### src/rtl/seq_pattern_pkg.sv
// Shared types and constants for the serial pattern detector/counter.
package seq_pattern_pkg;

   // Widest supported pattern; config storage is sized for it so the
   // struct is independent of any one instance's MAX_LEN.
   localparam int CFG_PAT_W = 32;

   // Width needed to hold a length value in the range 0..max_len.
   function automatic int len_w(input int max_len);
      return $clog2(max_len + 1);
   endfunction

   localparam int CFG_LEN_W = len_w(CFG_PAT_W);

   localparam logic [CFG_PAT_W-1:0] DEFAULT_PAT_VAL = 32'b0101;
   localparam int                   DEFAULT_LEN_VAL = 4;

   // Runtime configuration; pattern bits above the active length are zero.
   typedef struct packed {
      logic [CFG_PAT_W-1:0] pat;
      logic [CFG_LEN_W-1:0] len;
      logic                 overlap;
      logic                 wrap;
   } cfg_t;

endpackage

### src/rtl/seq_pattern_counter_event_counter.sv
// Occurrence counter with wrap/saturate selection and sticky overflow.
module event_counter #(
   parameter int CNT_W = 8
) (
   input  logic             clk,
   input  logic             rst,
   input  logic             inc,
   input  logic             wrap,
   input  logic             clr,
   output logic [CNT_W-1:0] cnt,
   output logic             of
);

   logic [CNT_W-1:0] cnt_q, cnt_d;
   logic             of_q, of_d;

   // Next count: clear wins, otherwise increment with wrap or saturation at max.
   always_comb begin
      cnt_d = cnt_q;
      of_d  = of_q;
      if (clr) begin
         cnt_d = '0;
         of_d  = 1'b0;
      end else if (inc) begin
         if (cnt_q == '1) begin
            of_d  = 1'b1;
            cnt_d = wrap ? '0 : cnt_q;
         end else begin
            cnt_d = cnt_q + CNT_W'(1);
         end
      end
   end

   // Count and overflow registers.
   always_ff @(posedge clk) begin
      if (rst) begin
         cnt_q <= '0;
         of_q  <= 1'b0;
      end else begin
         cnt_q <= cnt_d;
         of_q  <= of_d;
      end
   end

   assign cnt = cnt_q;
   assign of  = of_q;

endmodule

### src/rtl/seq_pattern_counter.sv
// Programmable serial pattern detector feeding an occurrence counter.
module seq_pattern_counter
   import seq_pattern_pkg::*;
#(
   parameter int                 MAX_LEN     = 8,
   parameter int                 CNT_W       = 8,
   parameter logic [MAX_LEN-1:0] DEFAULT_PAT = MAX_LEN'(DEFAULT_PAT_VAL),
   parameter int                 DEFAULT_LEN = DEFAULT_LEN_VAL
) (
   input  logic                        clk,
   input  logic                        rst,
   input  logic                        bit_valid,
   input  logic                        bit_i,
   input  logic                        clr,
   input  logic                        cfg_we,
   input  logic [MAX_LEN-1:0]          cfg_pat,
   input  logic [len_w(MAX_LEN)-1:0]   cfg_len,
   input  logic                        cfg_overlap,
   input  logic                        cfg_wrap,
   output logic                        match_o,
   output logic [CNT_W-1:0]            cnt,
   output logic                        of,
   output logic                        cfg_err
);

   localparam int   LEN_W   = len_w(MAX_LEN);
   localparam cfg_t CFG_RST = '{pat:     CFG_PAT_W'(DEFAULT_PAT),
                                len:     CFG_LEN_W'(DEFAULT_LEN),
                                overlap: 1'b1,
                                wrap:    1'b0};

   cfg_t                 cfg_q, cfg_d;
   logic [MAX_LEN-1:0]   hist_q, hist_d;
   logic [LEN_W-1:0]     fill_q, fill_d;
   logic                 match_q, match_d;
   logic                 err_q, err_d;

   logic [MAX_LEN-1:0]   nh;
   logic [CFG_PAT_W-1:0] mask;
   logic [CFG_LEN_W-1:0] fill_next;
   logic                 cfg_ok;
   logic                 hit;
   logic                 inc;

   // The oldest history bit is shifted out before it can ever be compared.
   logic unused_hist_msb;
   assign unused_hist_msb = hist_q[MAX_LEN-1];

   // Match evaluation on the history as it would look after shifting in bit_i.
   always_comb begin
      nh = {hist_q[MAX_LEN-2:0], bit_i};
      mask = '0;
      for (int unsigned i = 0; i < CFG_PAT_W; i++) begin
         mask[i] = (i < 32'(cfg_q.len));
      end
      fill_next = CFG_LEN_W'(fill_q) + CFG_LEN_W'(1);
      hit = (fill_next >= cfg_q.len) &&
            (((CFG_PAT_W'(nh) ^ cfg_q.pat) & mask) == '0);
      cfg_ok = (cfg_len != '0) && (cfg_len <= LEN_W'(MAX_LEN));
   end

   // Next state: clr > cfg_we > bit_valid; a bit arriving with clr/cfg_we is dropped.
   always_comb begin
      cfg_d   = cfg_q;
      hist_d  = hist_q;
      fill_d  = fill_q;
      match_d = 1'b0;
      err_d   = 1'b0;
      inc     = 1'b0;
      if (clr) begin
         hist_d = '0;
         fill_d = '0;
      end else if (cfg_we) begin
         if (cfg_ok) begin
            cfg_d  = '{pat:     CFG_PAT_W'(cfg_pat),
                       len:     CFG_LEN_W'(cfg_len),
                       overlap: cfg_overlap,
                       wrap:    cfg_wrap};
            hist_d = '0;
            fill_d = '0;
         end else begin
            err_d = 1'b1;
         end
      end else if (bit_valid) begin
         hist_d = nh;
         fill_d = (fill_q == LEN_W'(MAX_LEN)) ? fill_q : fill_q + LEN_W'(1);
         if (hit) begin
            match_d = 1'b1;
            inc     = 1'b1;
            if (!cfg_q.overlap) begin
               fill_d = '0;
            end
         end
      end
   end

   // Config, history and pulse registers.
   always_ff @(posedge clk) begin
      if (rst) begin
         cfg_q   <= CFG_RST;
         hist_q  <= '0;
         fill_q  <= '0;
         match_q <= 1'b0;
         err_q   <= 1'b0;
      end else begin
         cfg_q   <= cfg_d;
         hist_q  <= hist_d;
         fill_q  <= fill_d;
         match_q <= match_d;
         err_q   <= err_d;
      end
   end

   event_counter #(.CNT_W(CNT_W)) u_event_counter (
      .clk  (clk),
      .rst  (rst),
      .inc  (inc),
      .wrap (cfg_q.wrap),
      .clr  (clr),
      .cnt  (cnt),
      .of   (of)
   );

   assign match_o = match_q;
   assign cfg_err = err_q;

endmodule

### config.mk
export PLATFORM = sky130hd
export DESIGN_NAME = seq_pattern_counter
export DESIGN_NICKNAME = d
export VERILOG_FILES = /design/src/rtl/seq_pattern_pkg.sv /design/src/rtl/seq_pattern_counter_event_counter.sv /design/src/rtl/seq_pattern_counter.sv
export SDC_FILE = /design/constraint.sdc
export NUM_CORES = 1
export LEC_CHECK = 0
export ABC_AREA = 1
export ABC_CLOCK_PERIOD_IN_PS = 2400
export BUFFER_PORTS_ARGS = -buffer_cell sky130_fd_sc_hd__buf_2
export CAP_MARGIN = 20
export CELL_PAD_IN_SITES_DETAIL_PLACEMENT = 1
export CELL_PAD_IN_SITES_GLOBAL_PLACEMENT = 1
export CORE_MARGIN = 2
export CORE_UTILIZATION = 40
export CTS_CLUSTER_SIZE = 16
export DETAILED_ROUTE_END_ITERATION = 7
export HOLD_SLACK_MARGIN = 0.06
export PLACE_DENSITY = 0.8
export SLEW_MARGIN = 20
export SYNTH_ARGS = -nofsm -noshare
export SYNTH_HDL_FRONTEND = slang
export SYNTH_SLANG_ARGS = --single-unit
### constraint.sdc
create_clock -name clk -period 2.4 [get_ports clk]
set_clock_uncertainty 0.2 [all_clocks]
set_input_delay 0.36 -clock clk [delete_from_list [all_inputs] [get_ports clk]]
set_output_delay 0.36 -clock clk [all_outputs]
set_load 0.01 [all_outputs]
==> metrics <==
status completed; Static Leak between 1 and 1.5 nW; overall power roughly 1.2 mW; Core ar. around 0.0047 sq mm; Rel. slew slack 51.29%; critical path type register to register; DR iter-0 viols 108; RSZ-0062 raised after global routing true; Worst Tran Pin Value around 730 ps; Starting Density 41.41%; I/O Buffers 30; pwr dens roughly 530 mW/mm^2; Layout Utilization 48.40%; first-pass iteration count of the detailed router 4; I/O pin total 31; Avg Cell Area, Syn just under 7 sq um; first-pass GRT wire length between 8 and 9 mm; Reg2Reg Setup Slack ~35 ps; top post-synthesis cells by count 84 x nand2_1, 37 x inv_1, 36 x dfxtp_1; initial antenna violation count 0; Post-Synthesis Net Count approximately 310; Hold Crit Class primary input to register; Final ANT Viol Nets 0; layout cells sized above 1 between 20% and 30%; GRT overflow 0; Max clock buf depth 2; final hold slack around 74 ps; Syn-to-layout area delta 16.87%; CTS Buf Count 5; number of synthesis warnings 0; WL final just over 5 mm; # DRC 0; ys async rst share 0%; distinct cell type count after synthesis 27; most common cell in the netlist nand2_1; H-tree depth 2; TNS Setup 0 ps; top cells by area, synth dfxtp_1 37%, nand2_1 16%, a21oi_1 7.7%; die extent in x approximately 74 um; DIE AREA 0.005431 sq mm; Max-Cap Viols 0; Final Cycle Share a little over nine tenths; final cell count without fillers 374; largest area contributor in the netlist dfxtp_1; final net count between 300 and 400; Worst Setup End Kind register; DR WL/cell ~14 um; global-route usage over all layers between 20% and 30%; maximum clock rate 0.4229 GHz; vias in the first global route 1788; post-synthesis cell area between 0.0015 and 0.002 sq mm; DR vias between 1.5k and 2k; post-synth top area share 37.09%; crit path max fanout 6; Synth Flop Type dfxtp_1; Vias/cell around 5; Ant. Diodes 0; Critical Path Source Type register; post-placement cell count approximately 360; Tmin final ~2400 ps; post-synthesis register bit count 36; Clock transition at path regs around 70 ps; clock sinks 36; clock root cell clkbuf_8; WP data arrival 2310 ps; chip height approximately 74 um; hpwl dp 3.695 mm; worst-case vdd ir drop approximately 0.26 mV; Slew Limit Fails 0; final hold vios 0; post-synthesis sequential area ratio between 30% and 40%; routability cong. slightly above 0.8; largest net degree at the start of global routing 22; CTS tree built; # setup viols final 0; number of enable flip-flop cells after synthesis 0; Critical Path RT between 2000 and 2500 ps; clock insertion delay at the later pin of the skew report ~290 ps; Synth Instances between 200 and 300; floorplan row count 25
[sequential cells by signal, indices dropped and copies added (netlist names)]
| name | flops |
|---|---|
| cfg_err | 1 |
| cfg_q | 14 |
| fill_q | 4 |
| hist_q | 7 |
| match_o | 1 |
| u_event_counter.cnt | 8 |
| u_event_counter.of | 1 |
[stage by stage]
| step | worst slack (ps) | cell area (sq um) |
|---|---|---|
| after floorplan | 329.5 | 1943 |
| after global placement | 110.6 | 2140 |
| after detailed placement | -14.77 | 2140 |
| after CTS | 0.8635 | 2241 |
| after global routing | -56.27 | 2271 |
| final | 35.28 | 2271 |
[per-layer routing]
metal / vias up / global-route usage, % / wire, um
li1: 980 / - / -
met1: 886 / 25.38 / 2511
met2: 32 / 32.94 / 2429
met3: 10 / 5.075 / 144
met4: 0 / 6.869 / 95
met5: - / 0 / 0
[path summary, 6_finish.rpt]
path | startpoint | endpoint | cells after the start
min | cfg_pat[2] | cfg_q[10]$_SDFFE_PP1P_ | 3
max reg2reg | fill_q[0]$_SDFFE_PP0P_ | fill_q[3]$_SDFFE_PP0P_ | 12
min reg2reg | u_event_counter.of$_SDFFE_PP0P_ | u_event_counter.of$_SDFFE_PP0P_ | 2
max | fill_q[0]$_SDFFE_PP0P_ | fill_q[3]$_SDFFE_PP0P_ | 12
[critical path, stage by stage, from the launching register on]
cell,delay [ps]
dfxtp_2,390
inv_1,90
ha_1,310
ha_1,300
nand2_1,50
inv_1,60
nand4_1,100
nand3_1,100
nor2_2,50
nor2_4,150
nand2_1,170
nand3_1,130
a21oi_1,100
[layout make-up]
type                    instances  area, sq um
clock buffers                   8        90.09
fillers                       635         2421
inverters                      43        162.7
multi-input cells             197         1028
flip-flops and latches         36        724.4
well taps                      54        67.56
repair buffers                 36        197.7
[power breakdown]
part	switching, mW	internal, mW	total, mW
clock network	0.224	0.234	0.459
registers	0.0110	0.613	0.624
logic	0.0853	0.0461	0.131
total	0.321	0.893	1.21
[layout by cell type (no fill, tap or decap), drive strengths merged, types with 2 or more instances in the layout]
master and count:
clkbuf 8, nor2 19, xnor2 2, o211ai 4
nand2 85, nor3 2, dfxtp 36, o21ai 12
buf 35, xor2 5, clkinv 2, nand4 12
ha 7, a21oi 30, nand3 18, inv 41
[logic make-up (layout without fill, tap and decap cells)]
logic type      after synthesis  count (layout)  share of synthesized area, %
compound gates               47              47                         12.81
xor+xnor                      7               7                         3.155
fa+ha+maj                     7               7                         4.507
buf+inv                      51              87                         11.01
flops                        36              36                         37.09
simple gates                136             136                         31.42
[timing repair]
action / in CTS / in global routing
gates resized for setup: 1 / 6
buffers inserted: 0 / 1
pin swaps: 0 / 1
gates cloned: 0 / 0
hold buffers: 1 / 0
endpoints found under the setup margin: 9 / 13
hold endpoints to repair: 1 / 0
Power figures use the tool's default switching activity.
